File: src/rtl/hkspi_responder_if.sv
// Housekeeping SPI responder bus: SPI pad signals plus the single-byte
// register-file strobe interface. The responder uses the slave modport,
// the host/register-file side uses the master modport.
interface hkspi_responder_if;
  logic       sck;
  logic       csb;
  logic       sdi;
  logic       sdo;
  logic       sdo_oe;
  logic [7:0] reg_addr;
  logic [7:0] reg_wdata;
  logic       reg_we;
  logic       reg_re;
  logic [7:0] reg_rdata;
  logic       busy;

  modport master (
    output sck, csb, sdi, reg_rdata,
    input  sdo, sdo_oe, reg_addr, reg_wdata, reg_we, reg_re, busy
  );

  modport slave (
    input  sck, csb, sdi, reg_rdata,
    output sdo, sdo_oe, reg_addr, reg_wdata, reg_we, reg_re, busy
  );
endinterface

File: src/rtl/hkspi_responder.sv
// Housekeeping SPI target (mode 0, MSB first) running entirely in the core
// clock domain. Decodes command/address/data bytes into single-byte register
// read and write strobes; read data is shifted out on sdo.
// Optional macro HKSPI_NBYTE_EN: a nonzero command bits[5:3] limits the
// transfer to that many data bytes, after which the rest is ignored.
module hkspi_responder #(
  parameter int SYNC_STAGES = 2
) (
  input  logic             clock,
  input  logic             resetn,
  hkspi_responder_if.slave bus
);

  typedef enum logic [2:0] {IDLE, COMMAND, ADDRESS, DATA, IGNORE} state_t;

  state_t                 state, state_next;
  logic [SYNC_STAGES-1:0] sck_sync, csb_sync, sdi_sync;
  logic                   sck_s, csb_s, sdi_s;
  logic                   sck_d, csb_d, csb_armed;
  logic                   sck_rise, sck_fall, csb_fall;
  logic                   shifting, byte_done, last_byte;
  logic [2:0]             bit_cnt;
  logic [6:0]             rx_shreg;
  logic [7:0]             rx_byte, tx_shreg;
  logic [1:0]             mode;
  logic                   re_pend, incr_pend;
`ifdef HKSPI_NBYTE_EN
  logic [2:0]             byte_limit, byte_cnt;
`endif

  assign sck_s = sck_sync[SYNC_STAGES-1];
  assign csb_s = csb_sync[SYNC_STAGES-1];
  assign sdi_s = sdi_sync[SYNC_STAGES-1];

  // csb_armed only rises once csb has been seen high after reset, so a chip
  // select still held low across a reset can never start a transaction.
  assign sck_rise = sck_s & ~sck_d;
  assign sck_fall = ~sck_s & sck_d;
  assign csb_fall = csb_armed & csb_d & ~csb_s;
  assign bus.busy = csb_armed & ~csb_s;

  assign shifting  = !csb_s && (state == COMMAND || state == ADDRESS || state == DATA);
  assign byte_done = shifting && sck_rise && (bit_cnt == 3'd7);
  assign rx_byte   = {rx_shreg, sdi_s};

`ifdef HKSPI_NBYTE_EN
  assign last_byte = (byte_limit != 3'd0) && (byte_cnt + 3'd1 == byte_limit);
`else
  assign last_byte = 1'b0;
`endif

  // Pad synchronizers plus one-cycle-delayed copies for edge detection
  always_ff @(posedge clock) begin
    if (!resetn) begin
      sck_sync  <= '0;
      csb_sync  <= '0;
      sdi_sync  <= '0;
      sck_d     <= 1'b0;
      csb_d     <= 1'b0;
      csb_armed <= 1'b0;
    end else begin
      sck_sync  <= {sck_sync[SYNC_STAGES-2:0], bus.sck};
      csb_sync  <= {csb_sync[SYNC_STAGES-2:0], bus.csb};
      sdi_sync  <= {sdi_sync[SYNC_STAGES-2:0], bus.sdi};
      sck_d     <= sck_s;
      csb_d     <= csb_s;
      csb_armed <= csb_armed | csb_s;
    end
  end

  // State register
  always_ff @(posedge clock) begin
    if (!resetn) state <= IDLE;
    else         state <= state_next;
  end

  // Next-state decode; a deasserted chip select wins over any sck edge
  always_comb begin
    state_next = state;
    if (csb_s) begin
      state_next = IDLE;
    end else begin
      case (state)
        IDLE:    if (csb_fall)  state_next = COMMAND;
        COMMAND: if (byte_done) state_next = (rx_byte[7:6] == 2'b00) ? IGNORE : ADDRESS;
        ADDRESS: if (byte_done) state_next = DATA;
        DATA:    if (byte_done && last_byte) state_next = IGNORE;
        default: state_next = state;
      endcase
    end
  end

  // Byte assembly, register strobes, address stepping and read-data shifting
  always_ff @(posedge clock) begin
    if (!resetn) begin
      bit_cnt       <= 3'd0;
      rx_shreg      <= '0;
      tx_shreg      <= '0;
      mode          <= 2'b00;
      re_pend       <= 1'b0;
      incr_pend     <= 1'b0;
      bus.reg_addr  <= '0;
      bus.reg_wdata <= '0;
      bus.reg_we    <= 1'b0;
      bus.reg_re    <= 1'b0;
      bus.sdo       <= 1'b0;
      bus.sdo_oe    <= 1'b0;
`ifdef HKSPI_NBYTE_EN
      byte_limit    <= 3'd0;
      byte_cnt      <= 3'd0;
`endif
    end else begin
      bus.reg_we <= 1'b0;
      bus.reg_re <= re_pend;
      re_pend    <= 1'b0;
      incr_pend  <= 1'b0;

      if (incr_pend) bus.reg_addr <= bus.reg_addr + 8'd1;

      if (bus.reg_re) begin
        tx_shreg <= bus.reg_rdata;
      end else if (state == DATA && !csb_s && sck_fall && mode[0]) begin
        bus.sdo  <= tx_shreg[7];
        tx_shreg <= {tx_shreg[6:0], 1'b0};
      end

      if (csb_s) begin
        bit_cnt    <= 3'd0;
        bus.sdo_oe <= 1'b0;
      end else if (shifting && sck_rise) begin
        bit_cnt  <= bit_cnt + 3'd1;
        rx_shreg <= rx_byte[6:0];
        if (byte_done) begin
          case (state)
            COMMAND: begin
              mode <= rx_byte[7:6];
`ifdef HKSPI_NBYTE_EN
              byte_limit <= rx_byte[5:3];
`endif
            end
            ADDRESS: begin
              bus.reg_addr <= rx_byte;
              re_pend      <= mode[0];
              bus.sdo_oe   <= mode[0];
`ifdef HKSPI_NBYTE_EN
              byte_cnt     <= 3'd0;
`endif
            end
            DATA: begin
              incr_pend <= 1'b1;
              re_pend   <= mode[0] && !last_byte;
              if (mode[1]) begin
                bus.reg_we    <= 1'b1;
                bus.reg_wdata <= rx_byte;
              end
`ifdef HKSPI_NBYTE_EN
              byte_cnt <= byte_cnt + 3'd1;
`endif
            end
            default: ;
          endcase
        end
      end
    end
  end

endmodule

File: src/flat_wrapper.sv
// flat-port wrapper written by rule: the top's interface ports become plain ports
module hkspi_responder_flat 
#(
  parameter int SYNC_STAGES = 2
)
  (clock, resetn, bus_sck, bus_csb, bus_sdi, bus_reg_rdata, bus_sdo, bus_sdo_oe, bus_reg_addr, bus_reg_wdata, bus_reg_we, bus_reg_re, bus_busy);
  hkspi_responder_if bus_i ();
  input  logic clock;
  input  logic resetn;
  input wire logic [$bits(bus_i.sck)-1:0] bus_sck;
  input wire logic [$bits(bus_i.csb)-1:0] bus_csb;
  input wire logic [$bits(bus_i.sdi)-1:0] bus_sdi;
  input wire logic [$bits(bus_i.reg_rdata)-1:0] bus_reg_rdata;
  output wire logic [$bits(bus_i.sdo)-1:0] bus_sdo;
  output wire logic [$bits(bus_i.sdo_oe)-1:0] bus_sdo_oe;
  output wire logic [$bits(bus_i.reg_addr)-1:0] bus_reg_addr;
  output wire logic [$bits(bus_i.reg_wdata)-1:0] bus_reg_wdata;
  output wire logic [$bits(bus_i.reg_we)-1:0] bus_reg_we;
  output wire logic [$bits(bus_i.reg_re)-1:0] bus_reg_re;
  output wire logic [$bits(bus_i.busy)-1:0] bus_busy;
  assign bus_i.sck = bus_sck;
  assign bus_i.csb = bus_csb;
  assign bus_i.sdi = bus_sdi;
  assign bus_i.reg_rdata = bus_reg_rdata;
  assign bus_sdo = bus_i.sdo;
  assign bus_sdo_oe = bus_i.sdo_oe;
  assign bus_reg_addr = bus_i.reg_addr;
  assign bus_reg_wdata = bus_i.reg_wdata;
  assign bus_reg_we = bus_i.reg_we;
  assign bus_reg_re = bus_i.reg_re;
  assign bus_busy = bus_i.busy;
  hkspi_responder #(.SYNC_STAGES(SYNC_STAGES)) u_core (.clock(clock), .resetn(resetn), .bus(bus_i));
endmodule
File: config.mk
export PLATFORM = sky130hd
export DESIGN_NAME = hkspi_responder_flat
export DESIGN_NICKNAME = d
export VERILOG_FILES = /design/src/rtl/hkspi_responder_if.sv /design/src/rtl/hkspi_responder.sv /design/src/flat_wrapper.sv
export SDC_FILE = /design/constraint.sdc
export NUM_CORES = 1
export LEC_CHECK = 0
export ABC_AREA = 1
export CAP_MARGIN = 10
export CORE_UTILIZATION = 48
export DETAILED_ROUTE_END_ITERATION = 10
export HOLD_SLACK_MARGIN = 0.06
export PLACE_DENSITY = 0.75
export SLEW_MARGIN = 25
export SYNTH_ARGS = -nofsm -noshare
export SYNTH_HDL_FRONTEND = slang
export SYNTH_SLANG_ARGS = --single-unit
File: constraint.sdc
create_clock -name clock -period 1.62 [get_ports clock]
set_clock_uncertainty 0.2 [all_clocks]
set_input_delay 0.324 -clock clock [delete_from_list [all_inputs] [get_ports clock]]
set_output_delay 0.324 -clock clock [all_outputs]
set_load 0.005 [all_outputs]
Word-level counts from Yosys, hierarchy flattened
Cells that the tools add are included.
W data, S select, Z words.
- logic and storage cells: 81
- bits in registers: 54
- $add $sub $neg: 2
- bitwise logic cells: 15
- equality and inequality tests: 7
- reductions and logical operators: 24
- multiplexer cells: 14
- operators with widths (kind ; count):
    $mux W8 ; 7
    $mux W3 ; 4
    $reduce_or A5 Y1 ; 2
    $not A1 Y1 ; 9
    $pmux W3 S3 ; 1
    $add A8 B1 Y8 const B ; 1
    $reduce_and A4 Y1 ; 2
    $eq A3 B2 Y1 const B ; 2
    $logic_and A1 B1 Y1 ; 6
    $ne A2 B1 Y1 const B ; 3
    $and A1 B1 Y1 ; 5
    $reduce_and A5 Y1 ; 1
    $reduce_and A2 Y1 ; 2
    $reduce_or A2 Y1 ; 2
    $reduce_or A4 Y1 ; 1
    $add A3 B1 Y3 const B ; 1
    $eq A3 B1 Y1 const B ; 1
    $eq A3 B3 Y1 const B ; 1
    $logic_not A3 Y1 ; 1
    $reduce_and A3 Y1 ; 1
    $reduce_bool A3 Y1 ; 1
    $logic_not A2 Y1 ; 1
    $logic_or A1 B1 Y1 ; 2
    $mux W1 ; 2
    other kinds (3) ; 3

Depth between registers and ports, before layout
Gate-level depths: netlist of the first run.
- depth after elaboration: 9
- mapped depth: 9
- gate-level depth less buffers: 9

Least setup slack after synthesis of the first run
Ideal clock, no wire load.
- path kind: reg2reg
- start point: register u_core.bit_cnt[0]
- end point: register u_core.bus.reg_addr[4]
- clock period less this slack: 1.520 ns
- data required time: 1.303 ns
- cell stages (with the launch flop): 7
- data arrival time: 1.203 ns
- slack: 0.100 ns
- setup time: 0.117 ns
- path through: dfxtp_1 -> ha_1 -> ha_1 -> nand3_1 -> buf_6 -> o21ai_0 -> nor2_1
- word-level cells in the longest chain between the ends: 5
- ends and longest elaborated chain (element ; line ; RTL):
    start, declared ; hkspi_responder.sv:22 ; logic [2:0] bit_cnt;
    start signal, assigned ; hkspi_responder.sv:131 ; bit_cnt <= bit_cnt + 3'd1;
    $eq A3 B3 Y1 ; hkspi_responder.sv:43 ; assign byte_done = shifting && sck_rise && (bit_cnt == 3'd7);
    $logic_and A1 B1 Y1 ; hkspi_responder.sv:43 ;
    $mux W8 ; hkspi_responder.sv:133 ; if (byte_done) begin
    $mux W8 ; hkspi_responder.sv:130 ; end else if (shifting && sck_rise) begin
    $mux W8 ; hkspi_responder.sv:127 ; if (csb_s) begin
    end signal, assigned ; hkspi_responder.sv:118 ; if (incr_pend) bus.reg_addr <= bus.reg_addr + 8'd1;
    end signal, assigned ; hkspi_responder.sv:142 ; bus.reg_addr <= rx_byte;
    end, declared ; hkspi_responder_if.sv:24 ; output sdo, sdo_oe, reg_addr, reg_wdata, reg_we, reg_re, busy
No other way between the ends.
A chain may end at the register's enable or synchronous reset.

Worst setup path in the final report of the first run
- start point: register u_core.state[2]
- end point: register u_core.bus.reg_addr[4]
- word-level cells in the longest chain between the ends: 9
- elaborated cells on any way between the ends: 12
- ends and longest elaborated chain (element ; line ; RTL):
    start, declared ; hkspi_responder.sv:16 ; state_t state, state_next;
    start signal, assigned ; hkspi_responder.sv:74 ; else state <= state_next;
    $eq A3 B1 Y1 or $eq A3 B2 Y1 (tied branches) ; hkspi_responder.sv:42, hkspi_responder.sv:134 ;
    $logic_or A1 B1 Y1 (2 in series) ; hkspi_responder.sv:42 ; assign shifting = !csb_s && (state == COMMAND || state == ADDRESS || state == DATA);
    $logic_and A1 B1 Y1 ; hkspi_responder.sv:42 ;
    $logic_and A1 B1 Y1 ; hkspi_responder.sv:43, hkspi_responder.sv:130 ;
    $logic_and A1 B1 Y1 ; hkspi_responder.sv:43 ;
    $mux W8 ; hkspi_responder.sv:133 ;
    $mux W8 (*) ; hkspi_responder.sv:130 ;
    $mux W8 (*) ; hkspi_responder.sv:127 ;
Mark *: on every way between the ends. The rest lies on a longest branch, timed or not.

==> results.json, run 1 <==
{
  "finalSetupViolCount": 0,
  "fin_area_um2": 3020,
  "ys_warn_count": 0,
  "clock.fmax_mhz": 632,
  "worstPathArrival_ns": 1.59,
  "synth.area.top_cells": "dfxtp_1, nand2_1, nor2_1",
  "seq_area_frac_synth": 0.463,
  "worstMarginPinSlew_ns": 0.283,
  "cts_hold_buffers": 0,
  "p_per_area_nw_per_um2": 941,
  "initial_core_util": 0.498,
  "fp.dieH_um": 71.8,
  "cts_root_buf": "clkbuf_8",
  "drive_above_1_share": 0.205,
  "grt.overflow.total": 0,
  "relSlewSlack": 0.811,
  "slew_violations": 0,
  "finalWorstSetupSlack_ns": 0.0371,
  "criticalPathCategory": "reg2reg",
  "startpoint_type": "flip-flop",
  "fin_util": 0.643,
  "leakage_uw": 0.00149,
  "vias": 2193,
  "cp.required_ns": 1.63,
  "rows": 25,
  "hold_viol": 0,
  "port_buffers": 33,
  "core_um2": 4690,
  "drtIter0Drc": 84,
  "synthDistinctLibCells": 26,
  "die_area_um2": 5150,
  "clockBufferDepth": 2,
  "synthCells": 327,
  "hpwlAfterDp_mm": 3.29,
  "die_x_um": 71.8,
  "ios": 34,
  "syn_nets": 343,
  "grt_use_total": 0.197,
  "drv_cap": 0,
  "clock-sinks": 54,
  "reg2reg_from": "u_core.state[2]$_SDFFE_PP0P_",
  "holdCritStartpoint": "u_core.sck_sync[0]$_SDFF_PN0_",
  "fillers": 392,
  "wl_mm": 5.19,
  "drc": 0,
  "status": "finished, final reports clean",
  "viasPerCell": 5.04,
  "regArea_um2": 1110,
  "dpl_cell_area_um2": 2770,
  "syn_area_um2": 2340,
  "netlist.top_cell.by_area": "dfxtp_1",
  "ys_ff_latch": 54,
  "htreeDepth": 2,
  "grt_start_max_net_pins": 31,
  "antenna_found_initial": 0,
  "wl_per_cell_um": 11.9,
  "grt_pass1_wl_mm": 8.02,
  "clock_latency_ns": 0.31,
  "cts_buffers": 5,
  "antenna_cells": 0,
  "area_growth_pct": 29.2,
  "nets": 396,
  "clk_pin_slew_ns": 0.10,
  "dp_slack_ns": -0.0845,
  "peakVddDrop_uv": 532,
  "dr.pass1.iters": 4,
  "syn_avg_cell_area_um2": 7.15,
  "min_period_ns": 1.58,
  "routabilityCongestion": 0.900,
  "post-route-period-util": 0.977,
  "cts_tree": "done",
  "grt_pass1_vias": 1810,
  "multi_input_area_um2": 1130,
  "hp-class": "reg2reg",
  "synth_top_area_share": 0.463,
  "hold_ws_ns": 0.205,
  "ant_nets": 0,
  "crit_path_end_kind": "flip-flop",
  "critPathMaxFanout": 12,
  "crit_start": "u_core.state[2]$_SDFFE_PP0P_"
}
## cell families after synthesis
group	after synthesis	synth area share
buffers and inverters	45	0.0819
xor gates and xnor gates	1	0.00375
muxes	1	0.00482
DFF	54	0.463
AOI/OAI and AO/OA	44	0.0958
and+or+nand+nor	179	0.335
adders and majority gates	3	0.0161
## sequential cells by signal, indices dropped and copies added (netlist names), 2 cells and up
name	flops
u_core.bus.reg_addr	8
u_core.bus.reg_wdata	8
u_core.state	3
u_core.csb_sync	2
u_core.tx_shreg	8
u_core.bit_cnt	3
u_core.rx_shreg	7
u_core.mode	2
u_core.sdi_sync	2
u_core.sck_sync	2
## cell type report
| type | count | area share |
|---|---|---|
| Clock buffer | 5 | 0.0228 |
| Clock inverter | 3 | 0.0133 |
| Tap cell | 54 | 0.0224 |
| Timing Repair Buffer | 55 | 0.155 |
| Multi-Input combinational cell | 229 | 0.373 |
| Inverter | 35 | 0.0443 |
| Sequential cell | 54 | 0.368 |
## final timing paths
check                                 endpoint  slack, ns  cells after the start
max          u_core.bus.reg_addr[4]$_SDFF_PN0_       0.04                      7
min              u_core.sck_sync[1]$_SDFF_PN0_       0.21                      2
max reg2reg  u_core.bus.reg_addr[4]$_SDFF_PN0_       0.04                      7
min reg2reg      u_core.sck_sync[1]$_SDFF_PN0_       0.21                      2
## metal layers
metal,wire length [µm],GRT usage,up-vias
li1,-,-,1137
met1,2330,0.260,997
met2,2520,0.328,49
met3,247,0.0309,10
met4,88,0.0654,0
met5,0,0,-
## cells in the mapped netlist
| cell | n |
|---|---|
| o21ai_1 | 1 |
| nand4_4 | 1 |
| buf_6 | 2 |
| buf_4 | 1 |
| nor3_1 | 4 |
| mux2_2 | 1 |
| nand3_4 | 1 |
| dfxtp_1 | 54 |
| clkinv_1 | 1 |
| o21ai_2 | 1 |
| nand2_1 | 77 |
| nor4_1 | 2 |
| or2_2 | 2 |
| inv_2 | 2 |
| nand4_1 | 3 |
| inv_1 | 32 |
| nand2_2 | 3 |
| nor2_4 | 4 |
| a21oi_1 | 20 |
| xor2_1 | 1 |
| nand3_1 | 16 |
| clkbuf_1 | 4 |
| ha_1 | 3 |
| o21ai_0 | 22 |
| buf_2 | 3 |
| nor2_1 | 66 |
## worst max-delay path: stages (launching register included)
cell and delay [ns]:
dfxtp_2 0.38, inv_4 0.09, o21ai_2 0.07, nor2_4 0.20, nand3_1 0.11, buf_4 0.19, o21ai_0 0.17, nor2_1 0.07
## power by group
| part | internal (µW) | switching [µW] | total, µW | leakage, µW |
|---|---|---|---|---|
| registers | 1390 | 75.5 | 1460 | 0.000449 |
| logic | 181 | 306 | 486 | 0.000982 |
| clock network | 456 | 437 | 893 | 0.0000579 |
| total | 2020 | 818 | 2840 | 0.00149 |
## layout by cell type, fill, tap and decap left out, drive strengths merged, types with 2 or more instances in the layout
| cell | Yosys | routed |
|---|---|---|
| nand2 | 80 | 80 |
| a21oi | 20 | 20 |
| nand4 | 4 | 5 |
| dlygate4sd2 | 0 | 21 |
| nor2 | 70 | 70 |
| inv | 34 | 34 |
| ha | 3 | 3 |
| nand3 | 17 | 17 |
| clkinv | 1 | 3 |
| clkbuf | 4 | 5 |
| nor4 | 2 | 2 |
| or2 | 2 | 2 |
| o21ai | 24 | 24 |
| nor3 | 4 | 4 |
| buf | 6 | 22 |
| clkdlybuf4s50 | 0 | 12 |
| dfxtp | 54 | 54 |
## metrics by stage
stage	cells	power, µW	TNS [ns]
5_1_grt	435	2960	-0.0670
6_report	435	2840	0
2_1_floorplan	327	1800	0
4_1_cts	433	2800	0
3_5_place_dp	417	1930	-0.613
3_3_place_gp	417	1920	-0.503
## timing repair
| item | CTS | global route |
|---|---|---|
| endpoints found under the setup margin | 25 | 36 |
| pin swaps | 1 | 3 |
| gates resized for setup | 41 | 19 |
| cloned | 0 | 1 |
| setup buffers | 8 | 1 |
Power figures use the tool's default switching activity.
==> run 2: changes to the inputs <==
--- a/config.mk
+++ b/config.mk
@@ -11,7 +11,6 @@
 export DETAILED_ROUTE_END_ITERATION = 10
 export HOLD_SLACK_MARGIN = 0.06
 export PLACE_DENSITY = 0.75
-export SLEW_MARGIN = 25
 export SYNTH_ARGS = -nofsm -noshare
 export SYNTH_HDL_FRONTEND = slang
 export SYNTH_SLANG_ARGS = --single-unit
==> results of run 2 <==
The final DEF is identical to that of run 1; final timing and power are the same.
==> run 3: changes to the inputs <==
--- a/config.mk
+++ b/config.mk
@@ -6,11 +6,12 @@
 export NUM_CORES = 1
 export LEC_CHECK = 0
 export ABC_AREA = 1
-export CAP_MARGIN = 10
+export CAP_MARGIN = 30
 export CORE_UTILIZATION = 48
 export DETAILED_ROUTE_END_ITERATION = 10
 export HOLD_SLACK_MARGIN = 0.06
 export PLACE_DENSITY = 0.75
+export SETUP_SLACK_MARGIN = 0.15
 export SYNTH_ARGS = -nofsm -noshare
 export SYNTH_HDL_FRONTEND = slang
 export SYNTH_SLANG_ARGS = --single-unit
==> run 3 against run 2 <==
Compared with the run above: non-clock buffer count increased by 18; sequential share of layout area decreased by 2.5 points; cell count increased by 4.4%; die area unchanged; total power increased by 0.92%; critical path type unchanged.
==> results.json, run 3 (synthesis results as in run 1) <==
{
  "hp-class": "reg2reg",
  "startpoint_type": "flip-flop",
  "ios": 34,
  "grt_pass1_wl_mm": 9.25,
  "crit_start": "u_core.csb_sync[1]$_SDFF_PN0_",
  "rsz0062_at_grt": "true",
  "grt_start_max_net_pins": 28,
  "holdPathEnd": "u_core.csb_sync[1]$_SDFF_PN0_",
  "dr.pass1.iters": 4,
  "clock_latency_ns": 0.31,
  "worstReg2RegEnd": "u_core.rx_shreg[3]$_SDFFE_PN0P_",
  "fp.dieH_um": 71.8,
  "drc": 0,
  "worstPathArrival_ns": 1.65,
  "criticalPathCategory": "reg2reg",
  "cp.required_ns": 1.67,
  "cts_root_buf": "clkbuf_8",
  "die_x_um": 71.8,
  "wl_mm": 5.73,
  "cts_tree": "done",
  "die_area_um2": 5150,
  "holdCritStartpoint": "u_core.csb_sync[0]$_SDFF_PN0_",
  "viasPerCell": 5.02,
  "critPathMaxFanout": 7,
  "status": "finished, final reports clean",
  "hold_viol": 0,
  "r2r_slack_ns": 0.02,
  "slew_violations": 0,
  "grt_use_total": 0.231,
  "antenna_found_initial": 0,
  "htreeDepth": 2,
  "min_path_cells": 2,
  "vias": 2277,
  "initial_core_util": 0.498,
  "clock-sinks": 54,
  "core_um2": 4690,
  "min_period_ns": 1.60,
  "reg2reg_from": "u_core.csb_sync[1]$_SDFF_PN0_",
  "peakVddDrop_uv": 698,
  "leakage_uw": 0.00161,
  "area_growth_pct": 40.2,
  "grt.overflow.total": 0,
  "post-route-period-util": 0.985,
  "antenna_cells": 0,
  "final_common_cell": "nand2_1",
  "finalSetupViolCount": 0,
  "drtIter0Drc": 176,
  "port_buffers": 33,
  "clk_pin_slew_ns": 0.09,
  "dp_slack_ns": -0.0512,
  "crit_path_end_kind": "flip-flop",
  "finalWorstSetupSlack_ns": 0.0236,
  "rows": 25,
  "largestRegisters": "u_core.bus.reg_addr (8), u_core.bus.reg_wdata (8), u_core.tx_shreg (8)",
  "grt_pass1_vias": 2009,
  "clockBufferDepth": 2,
  "drive_above_1_share": 0.300,
  "routabilityCongestion": 0.861,
  "p_per_area_nw_per_um2": 875,
  "nets": 415,
  "relSlewSlack": 0.781,
  "fin_util": 0.698,
  "wl_per_cell_um": 12.6,
  "worstMarginPinSlew_ns": 0.326,
  "reg2reg_depth": 10,
  "mostFrequentLayoutCells": "nand2_1, nor2_1, buf_4, inv_1, dfxtp_1",
  "hpwlAfterDp_mm": 3.22,
  "clock.fmax_mhz": 626,
  "ant_nets": 0,
  "cts_buffers": 5,
  "drv_cap": 0
}
run 3: where the power goes:
group / total (µW) / leakage (µW) / internal (µW) / switching, µW
Sequential: 1470 / 0.000452 / 1390 / 83.0
Clock: 825 / 0.0000544 / 392 / 433
Combinational: 574 / 0.00110 / 231 / 343
run 3: timing repair:
action,in CTS,in global routing
gates cloned,2,1
hold buffers,0,0
buffers inserted,12,14
hold endpoints to repair,0,0
pin swaps,4,7
endpoints found under the setup margin,62,44
resized for setup,71,33
run 3: critical path, stage by stage, from the launching register on:
cell,delay (ns)
dfxtp_4,0.35
buf_6,0.13
inv_4,0.06
nand3_4,0.06
nor2_4,0.17
buf_4,0.15
buf_6,0.09
buf_8,0.11
buf_4,0.11
nor2_1,0.03
nor2_1,0.09
run 3: routing by layer:
| layer | part of all wire | routed length, µm | GRT usage |
|---|---|---|---|
| met1 | 0.45 | 2590 | 0.291 |
| met2 | 0.50 | 2840 | 0.382 |
| met3 | 0.037 | 214 | 0.0464 |
| met4 | 0.015 | 84 | 0.107 |
| met5 | 0 | 0 | 0 |
run 3: how the worst max path moves through the flow:
stage                                             end
finish                u_core.rx_shreg[3]$_SDFFE_PN0P_
global route          u_core.tx_shreg[3]$_SDFFE_PN0P_
CTS                 u_core.bus.reg_addr[0]$_SDFF_PN0_
detailed placement        u_core.incr_pend$_SDFF_PP0_
global placement         u_core.state[1]$_SDFFE_PP0P_
floorplan           u_core.bus.reg_addr[4]$_SDFF_PN0_
run 3: through the flow:
| step | TNS [ns] | cell area [µm²] | cells | total power (µW) | hold slack, ns |
|---|---|---|---|---|---|
| after floorplan | 0 | 2350 | 327 | 1800 | 0.190 |
| after global placement | -0.00892 | 2790 | 417 | 1940 | 0.193 |
| after detailed placement | -0.161 | 2790 | 417 | 1940 | 0.197 |
| after CTS | 0 | 3080 | 439 | 2790 | 0.220 |
| after global routing | -0.595 | 3280 | 454 | 3010 | 0.243 |
| final | 0 | 3280 | 454 | 2870 | 0.214 |
run 3: cell type report:
| cell class | count | area (µm²) |
|---|---|---|
| clock buffers | 7 | 96.3 |
| well taps | 54 | 67.6 |
| inverters | 35 | 136 |
| clock inverters | 1 | 8.76 |
| fillers | 395 | 1420 |
| multi-input cells | 230 | 1210 |
| repair buffers | 73 | 627 |
| flip-flops and latches | 54 | 1130 |
